**src/rtl/ttm4_pkg.sv**
```systemverilog
// ttm4_pkg: opcodes, ALU X-source encodings, FSM state codes and decode vectors for the TTM4 sequencer
package ttm4_pkg;
   localparam logic [3:0] OP_ADD_AI = 4'h0;
   localparam logic [3:0] OP_MOV_AB = 4'h1;
   localparam logic [3:0] OP_IN_A   = 4'h2;
   localparam logic [3:0] OP_MOV_AI = 4'h3;
   localparam logic [3:0] OP_MOV_BA = 4'h4;
   localparam logic [3:0] OP_ADD_BI = 4'h5;
   localparam logic [3:0] OP_IN_B   = 4'h6;
   localparam logic [3:0] OP_MOV_BI = 4'h7;
   localparam logic [3:0] OP_AND    = 4'h8;
   localparam logic [3:0] OP_OR     = 4'h9;
   localparam logic [3:0] OP_XOR    = 4'hA;
   localparam logic [3:0] OP_OUT_B  = 4'hB;
   localparam logic [3:0] OP_ADD_AB = 4'hC;
   localparam logic [3:0] OP_OUT_I  = 4'hD;
   localparam logic [3:0] OP_JNC    = 4'hE;
   localparam logic [3:0] OP_JMP    = 4'hF;
   localparam logic [1:0] SEL_A    = 2'b00;
   localparam logic [1:0] SEL_B    = 2'b01;
   localparam logic [1:0] SEL_IN   = 2'b10;
   localparam logic [1:0] SEL_ZERO = 2'b11;
   localparam logic [2:0] S_FETCH  = 3'd0;
   localparam logic [2:0] S_DECODE = 3'd1;
   localparam logic [2:0] S_EXEC   = 3'd2;
   localparam logic [2:0] S_WB     = 3'd3;
   localparam logic [2:0] S_HALT   = 3'd4;
   // enable vector {fa, and, or, xor}, active-high internally
   localparam logic [3:0] EN_NONE = 4'b0000;
   localparam logic [3:0] EN_FA   = 4'b1000;
   localparam logic [3:0] EN_AND  = 4'b0100;
   localparam logic [3:0] EN_OR   = 4'b0010;
   localparam logic [3:0] EN_XOR  = 4'b0001;
   // destination vector {a, b, out}, active-high internally
   localparam logic [2:0] DST_NONE = 3'b000;
   localparam logic [2:0] DST_A    = 3'b100;
   localparam logic [2:0] DST_B    = 3'b010;
   localparam logic [2:0] DST_OUT  = 3'b001;
endpackage

```
**src/rtl/ttm4_decode.sv**
```systemverilog
// ttm4_decode: combinational map from an instruction byte to ALU controls, destination and jump kind
module ttm4_decode
   import ttm4_pkg::*;
(
   input  logic [7:0] ir_i,
   output logic [1:0] sel_o,
   output logic [3:0] imm_o,
   output logic [3:0] en_o,
   output logic [2:0] dst_o,
   output logic       is_jump_o,
   output logic       is_jnc_o
);
   // most opcodes are FA into A from the A path with a zero immediate; each arm overrides what differs
   always_comb begin
      sel_o     = SEL_A;
      imm_o     = '0;
      en_o      = EN_FA;
      dst_o     = DST_A;
      is_jump_o = 1'b0;
      is_jnc_o  = 1'b0;
      case (ir_i[7:4])
         OP_ADD_AI: imm_o = ir_i[3:0];
         OP_MOV_AB: sel_o = SEL_B;
         OP_IN_A:   sel_o = SEL_IN;
         OP_MOV_AI: begin sel_o = SEL_ZERO; imm_o = ir_i[3:0]; end
         OP_MOV_BA: dst_o = DST_B;
         OP_ADD_BI: begin sel_o = SEL_B; imm_o = ir_i[3:0]; dst_o = DST_B; end
         OP_IN_B:   begin sel_o = SEL_IN; dst_o = DST_B; end
         OP_MOV_BI: begin sel_o = SEL_ZERO; imm_o = ir_i[3:0]; dst_o = DST_B; end
         OP_AND:    en_o = EN_AND;
         OP_OR:     en_o = EN_OR;
         OP_XOR:    en_o = EN_XOR;
         OP_OUT_B:  begin sel_o = SEL_B; dst_o = DST_OUT; end
         OP_ADD_AB: dst_o = DST_A;
         OP_OUT_I:  begin sel_o = SEL_ZERO; imm_o = ir_i[3:0]; dst_o = DST_OUT; end
         OP_JNC:    begin imm_o = ir_i[3:0]; en_o = EN_NONE; dst_o = DST_NONE; is_jnc_o = 1'b1; end
         OP_JMP:    begin imm_o = ir_i[3:0]; en_o = EN_NONE; dst_o = DST_NONE; is_jump_o = 1'b1; end
      endcase
   end
endmodule

```
**src/rtl/ttm4_seq_ctrl.sv**
```systemverilog
// ttm4_seq_ctrl: fetch/decode/exec/writeback sequencer for the TTM4 CPU; TTM4_SINGLE_STEP_EN adds STEP/BUSY
module ttm4_seq_ctrl
   import ttm4_pkg::*;
#(
   parameter int PC_W    = 4,
   parameter int CYC_DIV = 0
) (
   input  logic            CLK,
   input  logic            RST,
`ifdef TTM4_SINGLE_STEP_EN
   input  logic            STEP,
   output logic            BUSY,
`endif
   input  logic [7:0]      INSTR,
   input  logic            Z_FLAG,
   input  logic            C_FLAG,
   output logic [PC_W-1:0] ROM_ADDR,
   output logic [1:0]      SEL,
   output logic [3:0]      IMM,
   output logic            nFA_EN,
   output logic            nAND_EN,
   output logic            nOR_EN,
   output logic            nXOR_EN,
   output logic            nLD_A,
   output logic            nLD_B,
   output logic            nLD_OUT,
   output logic            HALTED
);
   localparam int CW = $clog2(CYC_DIV + 2);
   logic [2:0]      state_q, state_d;
   logic [PC_W-1:0] pc_q, pc_d;
   logic [7:0]      ir_q, ir_d;
   logic [1:0]      sel_q, sel_d;
   logic [3:0]      imm_q, imm_d;
   logic [3:0]      en_q, en_d;
   logic [2:0]      ld_q, ld_d;
   logic            halted_q, halted_d;
   logic [CW-1:0]   cnt_q, cnt_d;
   logic            go, fetch;
   logic [1:0]      d_sel;
   logic [3:0]      d_imm, d_en;
   logic [2:0]      d_dst;
   logic            d_jump, d_jnc;
   logic [PC_W-1:0] tgt;
   logic            unused_ok;
`ifdef TTM4_SINGLE_STEP_EN
   assign go   = STEP;
   assign BUSY = state_q == S_DECODE || state_q == S_EXEC || state_q == S_WB;
`else
   assign go = 1'b1;
`endif
   // Z is carried to the controller for future conditional opcodes; no current opcode tests it
   assign unused_ok = Z_FLAG;
   assign fetch     = state_q == S_FETCH && go;
   // decoding the incoming byte during fetch lets SEL/IMM/enables be registered on the fetch edge
   assign ir_d      = fetch ? INSTR : ir_q;
   assign tgt       = PC_W'(d_imm);
   ttm4_decode u_dec (
      .ir_i      (ir_d),
      .sel_o     (d_sel),
      .imm_o     (d_imm),
      .en_o      (d_en),
      .dst_o     (d_dst),
      .is_jump_o (d_jump),
      .is_jnc_o  (d_jnc)
   );
   // next-state: controls valid DECODE..WB, load strobe only on the first WB cycle, PC moves on leaving WB
   always_comb begin
      state_d  = state_q;
      pc_d     = pc_q;
      sel_d    = sel_q;
      imm_d    = imm_q;
      en_d     = en_q;
      ld_d     = DST_NONE;
      halted_d = halted_q;
      cnt_d    = cnt_q;
      case (state_q)
         S_FETCH: if (go) begin
            state_d = S_DECODE;
            sel_d   = d_sel;
            imm_d   = d_imm;
            en_d    = d_en;
         end
         S_DECODE: state_d = S_EXEC;
         S_EXEC: begin
            state_d = S_WB;
            ld_d    = d_dst;
            cnt_d   = '0;
         end
         S_WB: if (cnt_q == CW'(CYC_DIV)) begin
            sel_d = SEL_A;
            imm_d = '0;
            en_d  = EN_NONE;
            if (d_jump && tgt == pc_q) begin
               state_d  = S_HALT;
               halted_d = 1'b1;
            end else begin
               state_d = S_FETCH;
               pc_d    = (d_jump || (d_jnc && !C_FLAG)) ? tgt : pc_q + 1'b1;
            end
         end else cnt_d = cnt_q + 1'b1;
         default: state_d = S_HALT;
      endcase
   end
   // state registers with asynchronous active-low reset so a reset never leaves a strobe half-issued
   always_ff @(posedge CLK or negedge RST) begin
      if (!RST) begin
         state_q  <= S_FETCH;
         pc_q     <= '0;
         ir_q     <= '0;
         sel_q    <= SEL_A;
         imm_q    <= '0;
         en_q     <= EN_NONE;
         ld_q     <= DST_NONE;
         halted_q <= 1'b0;
         cnt_q    <= '0;
      end else begin
         state_q  <= state_d;
         pc_q     <= pc_d;
         ir_q     <= ir_d;
         sel_q    <= sel_d;
         imm_q    <= imm_d;
         en_q     <= en_d;
         ld_q     <= ld_d;
         halted_q <= halted_d;
         cnt_q    <= cnt_d;
      end
   end
   assign ROM_ADDR                          = pc_q;
   assign SEL                               = sel_q;
   assign IMM                               = imm_q;
   assign {nFA_EN, nAND_EN, nOR_EN, nXOR_EN} = ~en_q;
   assign {nLD_A, nLD_B, nLD_OUT}           = ~ld_q;
   assign HALTED                            = halted_q;
endmodule

```
**config.mk**
```make
export PLATFORM = sky130hd
export DESIGN_NAME = ttm4_seq_ctrl
export DESIGN_NICKNAME = d
export VERILOG_FILES = /design/src/rtl/ttm4_pkg.sv /design/src/rtl/ttm4_decode.sv /design/src/rtl/ttm4_seq_ctrl.sv
export SDC_FILE = /design/constraint.sdc
export NUM_CORES = 1
export LEC_CHECK = 0
export ABC_AREA = 1
export CORE_MARGIN = 2
export CORE_UTILIZATION = 30
export CTS_CLUSTER_DIAMETER = 150
export CTS_CLUSTER_SIZE = 25
export DETAILED_ROUTE_END_ITERATION = 6
export GPL_ROUTABILITY_DRIVEN = 0
export PLACE_DENSITY = 0.54
export SLEW_MARGIN = 10
export SYNTH_ARGS = -nofsm -noshare
export SYNTH_HDL_FRONTEND = slang
export SYNTH_SLANG_ARGS = --single-unit
```
**constraint.sdc**
```tcl
create_clock -name CLK -period 1.8 [get_ports CLK]
set_input_delay 0.27 -clock CLK [delete_from_list [all_inputs] [get_ports CLK]]
set_output_delay 0.27 -clock CLK [all_outputs]
set_load 0.03 [all_outputs]
```
Yosys cells after proc, flatten, opt, wreduce, memory -nomap -nowiden
Index checks and enable logic that the tools add are counted.
{"block": "op_classes", "bitwise": 4, "eq_ne": 19, "reduce_logical": 18, "n_mux": 19, "n_addsub": 2}
{"op": "equality test 4 bit (second input constant)", "n": 7}
{"op": "equality test 4 x 3 -> 1 bit (second input constant)", "n": 4}
{"op": "case mux 4 bit (2 select lines)", "n": 2}
{"op": "case mux 4 bit (4 select lines)", "n": 1}
{"op": "2-to-1 mux 4 bit", "n": 3}
{"op": "case mux 3 bit (4 select lines)", "n": 1}
{"op": "2-to-1 mux 3 bit", "n": 3}
{"op": "case mux 3 bit (3 select lines)", "n": 1}
{"op": "equality test 4 x 2 -> 1 bit (second input constant)", "n": 2}
{"op": "2-to-1 mux 8 bit", "n": 1}
{"op": "OR reduction 7 bit", "n": 1}
{"op": "equality test 3 x 2 -> 1 bit (second input constant)", "n": 2}
{"op": "case mux 2 bit (3 select lines)", "n": 1}
{"op": "AND reduction 3 bit", "n": 2}
{"op": "OR reduction 2 bit", "n": 3}
{"op": "OR reduction 3 bit", "n": 2}
{"op": "adder 4 x 1 -> 4 bit (second input constant)", "n": 1}
{"op": "equality test 4 x 1 -> 1 bit (second input constant)", "n": 1}
{"op": "equality test 4 bit", "n": 1}
{"op": "logical NOT 4 bit", "n": 1}
{"op": "inverter 4 bit", "n": 1}
{"op": "case mux 2 bit (2 select lines)", "n": 1}
{"op": "nonzero test 2 bit", "n": 2}
{"op": "OR reduction 4 bit", "n": 1}
{"op": "other kinds (13)", "n": 17}
{"block": "word_totals", "input_bits": 12, "word_cells": 71, "reg_bits": 30, "out_inout_bits": 18}

Depth between registers and ports, before layout
{"block": "depth", "word_depth": 10, "ltp_mapped": 17, "depth_no_buf": 16}

Modules after synthesis
A second synthesis with hierarchy kept.
{"block": "hier_totals", "cells_unflattened": 180, "hier_area_um2": 1547.7}
{"module": "ttm4_seq_ctrl", "n_inst": 1, "area_each_um2": 1376.3, "seq_area_each_um2": 725.7, "cells_each": 141}
{"module": "ttm4_decode", "n_inst": 1, "area_each_um2": 171.4, "seq_area_each_um2": 0.0, "cells_each": 39}

Worst setup path after synthesis
OpenSTA, ideal clock, no wires.
{"block": "synth_timing", "path_type": "reg2reg", "startpoint": "register state_q[1]", "endpoint": "register pc_q[0], in the netlist ROM_ADDR[0]", "n_path_buf": 1, "setup_ns": 0.119, "period_less_slack_ns": 1.799, "stages_incl_launch_ff": 18, "t_required_ns": 1.681, "arrival_ns": 1.680, "setup_slack_ns": 0.001, "path_cell_list": "dfrtp_1 -> nor2_4 -> nand2_2 -> buf_6 -> nand2_2 -> nand2_4 -> nand2_1 -> nand2_2 -> nand2_4 -> nand2_2 -> inv_2 -> nand2_1 -> nand2_1 -> nand2_1 -> nand3_4 -> nand2_4 -> nand2_1 -> nand2_1"}
{"block": "synth_via", "elab_chain_cells": 9, "elab_cells_between_ends": 21, "classes_between": "eq/ne (8); mux (5); bitwise (1); reduce/logical (7)"}
{"element": "start: declaration", "line": "ttm4_seq_ctrl.sv:30", "source": "logic [2:0] state_q, state_d;"}
{"element": "start signal: assignment", "line": "ttm4_seq_ctrl.sv:118", "source": "state_q <= state_d;"}
{"element": "logical NOT 3 bit (*)", "line": "ttm4_seq_ctrl.sv:54", "source": "assign fetch = state_q == S_FETCH && go;"}
{"element": "2-to-1 mux 8 bit (*)", "line": "ttm4_seq_ctrl.sv:56", "source": "assign ir_d = fetch ? INSTR : ir_q;"}
{"element": "net ir_d[6]", "line": "ttm4_seq_ctrl.sv:32", "source": "logic [7:0] ir_q, ir_d;"}
{"element": "equality test 4 x 2 -> 1 bit, or another cell as far along", "line": "ttm4_decode.sv:21", "source": "case (ir_i[7:4])"}
{"element": "OR reduction 7 bit (no source line)"}
{"element": "2-to-1 mux 4 bit", "line": "ttm4_decode.sv:21"}
{"element": "equality test 4 bit", "line": "ttm4_seq_ctrl.sv:94", "source": "if (d_jump && tgt == pc_q) begin"}
{"element": "logical AND 1 bit", "line": "ttm4_seq_ctrl.sv:94"}
{"element": "inverter 1 bit (no source line)"}
{"element": "AND reduction 3 bit (no source line)"}
{"element": "end signal: assignment", "line": "ttm4_seq_ctrl.sv:119", "source": "pc_q <= pc_d;"}
{"element": "end: declaration", "line": "ttm4_seq_ctrl.sv:31", "source": "logic [PC_W-1:0] pc_q, pc_d;"}
Mark *: on every way through the listed nets, which the timed path passes. The rest lies on a longest branch.
A chain may end at the register's enable or synchronous reset.

Worst setup path after layout
{"block": "layout_timing", "startpoint": "register state_q[1]", "endpoint": "register pc_q[1], in the netlist ROM_ADDR[1]"}
{"block": "layout_via", "elab_chain_cells": 9, "elab_cells_between_ends": 21, "classes_between": "eq/ne (8); mux (5); bitwise (1); reduce/logical (7)"}
{"element": "logical NOT 3 bit", "line": "ttm4_seq_ctrl.sv:54"}
{"element": "2-to-1 mux 8 bit", "line": "ttm4_seq_ctrl.sv:56"}
{"element": "equality test 4 x 2 -> 1 bit, or another cell as far along", "line": "ttm4_decode.sv:21"}
{"element": "OR reduction 7 bit (no source line)"}
{"element": "2-to-1 mux 4 bit", "line": "ttm4_decode.sv:21"}
{"element": "equality test 4 bit", "line": "ttm4_seq_ctrl.sv:94"}
{"element": "logical AND 1 bit", "line": "ttm4_seq_ctrl.sv:94"}
{"element": "inverter 1 bit (no source line)"}
{"element": "AND reduction 3 bit (no source line)"}
Several ways; a longest one is shown, not always the timed one.

==> impl_results.md <==
* Final Skew at around 7.2 ps
* Failing checks: setup timing
* Maximum fanout along the worst path at 7
* Clock buffer count from CTS at 5
* Buf/Inv on CP at 0
* Mapped Nets at 188
* Status: finished, violations left
* Synth async-reset ratio at 1.00
* Final #Nets at 260
* Ratio of cells with drive above 1 in the final layout at 0.379
* Die ar. at 5620 sq um
* Crit path required time at 2020 ps
* Crit start category: flip-flop
* Final hold violation count at 0
* Core Area at 4790 sq um
* I/O pins at 30
* CTS tree: done
* Critical-path cell list: nor2_4 -> nand2_4 -> nand2_4 -> nand2_4 -> nand2_4 -> nand2_4 -> nand2_8 -> nand3_4 -> nand2_1 -> nand2_1 -> nor2_2 -> nand3_4 -> nand2_4 -> nand2_1 -> nand2_1
* Root Buffer: clkbuf_8
* Max_slew headroom at 0.748
* Total congestion overflow at 0
* CTS Sinks at 29
* VDD IR max at 360 uV
* Die Wd at 75.0 microns
* Endpoints failing setup at 6
* Cell Rows at 25
* Hold WC Path Type: in -> async
* Seq/Total Area, Yosys at 0.480
* Placed wire-length estimate at roughly 2600 microns
* Total GRT Usage at 0.151
* Hold buffers post-CTS at 0
* FILL cells at 470
* DR DRC count at 0
* Clk Latency, worst-skew pair at 280 ps
* Slew @ Worst Pin at 378 ps
* WS Path Type: reg -> reg
* Max Fclk at 514 MHz
* PortBufs at 28
* Largest net degree at the start of global routing at 30
* CP delay by family, top: simple AND/OR/NAND/NOR gates
* Post-synth EDFFs at 0
* CP endpoint kind: flip-flop
* Setup_tns at -784 ps
* Vias in the first global route at 1,374
* Setup repair after global routing missed its margin: yes
* Die H at 75.0 microns
* Post-route setup slack at -147 ps
* Final period utilization at 1.08
* PwrDens at 503 nW/um^2
* Initial core utilization at 0.316
* Global-route wire length before repair at 6260 microns
* Syn. warnings at 0
* Synth-to-Final Area Change at 57.5%
* Place WS at -208 ps
* Via count at 1,372
* Ys flop type: dfrtp_1
* ANT cells at 0
* Avg Cell Area, Syn at 8.64 sq um
* Final Hold Slack at 376 ps
* Initial drt markers at 54
* Register area at 726 sq um
* Netlist cell types at 31
* Detailed Route WL at 3680 microns
* Critical Path AT at ~2200 ps
* Synthesized area at 1510 sq um
* WL/cell at 11.7 microns
* Crit path time final at 1950 ps
* Multi-input gate area at 816 sq um
* Leakage at 0.00115 uW
* Max Root-Sink Buffers at 2
* Final Max Slew Viols at 0
* Max-cap violations at 0
* CP most frequent cell: nand2_4
* Crit-path slowest cell: dfrtp_1
* Vias/cell at 4.36
* CP peak stage delay at ~410 ps
* DRT Pass-1 Iters at 4
* Initial antenna violation count at 0
* H-tree levels at 2
* Post-route ant nets at 0
* Gate Count Post-Synth at around 180
* #FFs+latches synth at 29
* Clock transition at path regs at 60 ps
kinds of logic after synthesis:
| kind of cell | count (synthesis) | synth area share |
|---|---|---|
| and+or+nand+nor | 96 | 0.344 |
| DFF | 29 | 0.480 |
| buffers and inverters | 26 | 0.0695 |
| AOI/OAI and AO/OA | 20 | 0.0803 |
| xor gates and xnor gates | 2 | 0.0116 |
| muxes | 1 | 0.00662 |
| adders and majority gates | 1 | 0.00828 |
cells in the mapped netlist, types with 2 or more instances:
cell type / instances / share of area
dfrtp_1: 29 / 0.48
inv_1: 20 / 0.050
inv_2: 3 / 0.0074
nand2_1: 40 / 0.099
nand2_2: 12 / 0.050
nand2_4: 7 / 0.052
nand3_1: 17 / 0.056
nand3b_1: 2 / 0.0099
nand4_1: 2 / 0.0083
nor2_1: 9 / 0.022
nor2_4: 2 / 0.015
o21ai_0: 10 / 0.033
o22ai_1: 2 / 0.0083
o32ai_1: 2 / 0.012
xor2_1: 2 / 0.012
timing repair:
action                                  CTS  global route
buffers inserted                          6             2
endpoints found under the hold margin     0             0
pin swaps                                 7             9
gates resized for setup                  16            27
endpoints found under the setup margin    7            16
cell usage in the layout (no fill, tap or decap), drive strengths merged, types with 2 or more instances in the layout:
cell            n
clkbuf          6
nor2           12
xor2            2
clkdlybuf4s50  27
o21ai          11
clkinv          3
nand4           2
dfrtp          29
buf            39
o32ai           2
nand3b          2
inv            23
o22ai           2
nand2          59
nand3          19
state kept, by name, indices dropped and copies added, names as in the netlist:
name	count
ROM_ADDR	4
ir_q	8
IMM	4
HALTED	1
state_q	3
en_q	4
ld_q	3
SEL	2
where the power goes:
part           switching, uW  leakage (uW)  total, uW  internal [uW]
clock                    239     0.0000450        506            267
sequential                 0      0.000311        652            652
combinational           17.1      0.000792       39.4           22.2
total                    256       0.00115       1200            941
routing by layer:
| metal | vias up | wire length [microns] | track usage |
|---|---|---|---|
| met3 | 4 | 138 | 0.0442 |
| li1 | 709 | - | - |
| met5 | - | 0 | 0 |
| met2 | 23 | 1810 | 0.235 |
| met4 | 0 | 37 | 0.0536 |
| met1 | 636 | 1700 | 0.200 |
worst reg2reg max path, stage by stage, from the launching register on:
cell,delay [ps]
dfrtp_1,410
nor2_4,200
nand2_4,140
nand2_4,90
nand2_4,90
nand2_4,100
nand2_4,60
nand2_8,110
nand3_4,70
nand2_1,60
nand2_1,60
nor2_2,140
nand3_4,130
nand2_4,110
nand2_1,50
nand2_1,50
area by class of cell:
class / count / area share
multi-input combinational: 120 / 0.343
clock buffer: 6 / 0.0305
clock inverter: 2 / 0.00420
inverter: 24 / 0.0378
sequential: 29 / 0.305
tap: 67 / 0.0352
timing repair buffer: 67 / 0.245
stage by stage:
step | area (sq um) | total power [uW] | cells | util
after floorplan | 1510 | 665 | 175 | -
after global placement | 2100 | 705 | 300 | 0.439
after detailed placement | 2100 | 704 | 300 | 0.439
after CTS | 2290 | 1220 | 314 | 0.478
after global routing | 2380 | 1260 | 315 | 0.498
final | 2380 | 1200 | 315 | 0.498
worst paths after layout:
kind                                 startpoint                       to  slack (ps)  depth (start not counted)
setup / recovery           state_q[1]$_DFF_PN0_  ROM_ADDR[1]$_DFFE_PN0P_        -150                         15
hold / removal                              RST       SEL[1]$_DFFE_PN0P_         380                          2
setup reg to reg           state_q[1]$_DFF_PN0_  ROM_ADDR[1]$_DFFE_PN0P_        -150                         15
hold reg to reg              HALTED$_DFFE_PN0P_       HALTED$_DFFE_PN0P_         480                          1
max in group asynchronous                   RST        ir_q[4]$_DFF_PN0_        1140                          2
min in group CLK             HALTED$_DFFE_PN0P_       HALTED$_DFFE_PN0P_         480                          1
Power figures use the tool's default switching activity.
==> RTL edit (config.mk and constraints unchanged) <==
Set the parameter `PC_W` to 6 (it was 4).
--- a/src/rtl/ttm4_seq_ctrl.sv
+++ b/src/rtl/ttm4_seq_ctrl.sv
@@ -2,7 +2,7 @@
 module ttm4_seq_ctrl
    import ttm4_pkg::*;
 #(
-   parameter int PC_W    = 4,
+   parameter int PC_W    = 6,
    parameter int CYC_DIV = 0
 ) (
    input  logic            CLK,
Ports: changed (resized ROM_ADDR); port bits go from 30 to 32. No check against the original RTL was run, so the function may have changed too.
==> RTL edit against the unedited design <==
  * The flow still finishes with violations (setup timing)
  * Routed wire length is 8.8% higher
  * Worst setup slack worse by 0.058 ns
  * Area after synthesis up 9.2%
  * First-iteration DRC count down 35%
  * Final area grew 9.4%
  * Total power is 21% higher
  * Sequential cell count increased by 2
  * Largest cell class unchanged
  * Largest power group is now the clock network
  * Highest routed layer unchanged
==> RTL edit: results (changes against the unedited design) <==
Status
  • Status: finished with violations
  • Failing checks: setup timing

Pwr
  • Pint: 1.17 mW (+24%)
  • Pleak: 1.32 nW (+15%)
  • Combinational Power: 0.0403 mW (+2%)

Cells and area
  • Share of cells above drive strength 1: 0.379 (about the same)
  • Fill cells: 540 (+15%)
  • Nets: 276 (+6.2%)

Global route
  • GRT Total Usage: 0.138 (-0.0127)
  • Largest net degree at the start of global routing: 32 (+6.7%)
  • Global-route wire length before repair: 6690 µm (+6.8%)
  • Vias in the first global route: 1,422 (+3.5%)

Synthesis
  • Syn Nets: 203 (+8.0%)
  • Average size of a mapped cell: 8.69 µm² (+0.57%)
  • Top post-synthesis cells by area: dfrtp_1, nand2_1, nand2_4

Worst setup path
  • Crit Reg-Reg Endpoint: ROM_ADDR[4]$_DFFE_PN0P_
  • Crit path DAT: 2.23 ns (+0.06 ns)
  • Reg2Reg Depth: 16 (+1)

Timing
  • Final worst setup slack: -0.205 ns (-0.0576 ns)
  • Max Clock Skew: 0.00472 ns (-0.00244 ns)
  • TNS Setup: -1.55 ns (-0.765 ns)
  • Setup violations, final: 10 (+4)

Placement
  • Inst Count DP: 322 (+7.3%)
  • Post-Place Cell Area: 2280 µm² (+8.5%)

Routing
  • Wirelength per Cell: 11.9 µm (+2.0%)
  • Initial drt markers: 35 (-35%)
## RTL edit: cell types whose count changed in the layout (fill, tap and decap cells not counted), moves of 2 or more
cell,before,now
nand3_1,15,19
inv_2,8,6
dfrtp_1,29,31
inv_1,15,17
o21ai_2,2,0
nand2_8,2,0
nor3_1,1,3
buf_4,37,32
buf_6,2,5
nand2_2,12,17
a21oi_2,0,2
## RTL edit: critical path, cell delays in order, from the launching register on
cell	delay, ns
dfrtp_1	0.41
nor2_4	0.17
nand2_2	0.10
buf_12	0.15
nand2_4	0.06
nand2_4	0.06
nand2_2	0.07
nand2_2	0.06
nand2_4	0.13
nand3_4	0.10
nand2_2	0.07
nand2_2	0.06
nor2_4	0.13
nand3_4	0.13
nand2_4	0.13
nand2_1	0.06
nand2_1	0.06
## RTL edit: timing repair
action	CTS	global route
setup endpoints to repair	11	13
gates resized for setup	11	35
buffers inserted	1	6
pin swaps	0	12
## RTL edit: cell families (layout without fill, tap and decap cells)
logic type | after synthesis | in the layout | synth area share
flops | 31 | 31 | 0.470
simple gates | 109 | 109 | 0.366
fa+ha+maj | 1 | 1 | 0.00758
mux | 1 | 1 | 0.00607
compound gates | 19 | 19 | 0.0675
buf+inv | 25 | 99 | 0.0614
xor+xnor | 4 | 4 | 0.0212
## RTL edit: per-layer routing
| layer | part of all wire | vias to the layer above | GRT usage | wire [µm] |
|---|---|---|---|---|
| met3 | 0.031 | 6 | 0.0333 | 125 |
| met1 | 0.48 | 660 | 0.188 | 1930 |
| met2 | 0.47 | 24 | 0.216 | 1900 |
| li1 | - | 762 | - | - |
| met4 | 0.011 | 0 | 0.0456 | 46 |
| met5 | 0 | - | 0 | 0 |
## RTL edit: cell type report
| type | instances | area, µm² | area share |
|---|---|---|---|
| multi-input cells | 134 | 912 | 0.350 |
| flip-flops and latches | 31 | 776 | 0.298 |
| inverters | 23 | 86.3 | 0.0332 |
| well taps | 72 | 90.1 | 0.0346 |
| clock buffers | 6 | 82.6 | 0.0317 |
| clock inverters | 2 | 35.0 | 0.0135 |
| repair buffers | 68 | 622 | 0.239 |
## RTL edit: how the worst max path moves through the flow
| stage | endpoint | depth (start not counted) | slack (ns) |
|---|---|---|---|
| 2_1_floorplan | ROM_ADDR[2]$_DFFE_PN0P_ | 16 | -0.05 |
| 3_3_place_gp | ld_q[2]$_DFF_PN0_ | 10 | -0.25 |
| 3_5_place_dp | ROM_ADDR[2]$_DFFE_PN0P_ | 13 | -0.24 |
| 4_1_cts | ROM_ADDR[4]$_DFFE_PN0P_ | 16 | -0.16 |
| 5_1_grt | ROM_ADDR[2]$_DFFE_PN0P_ | 16 | -0.36 |
| 6_report | ROM_ADDR[4]$_DFFE_PN0P_ | 16 | -0.20 |
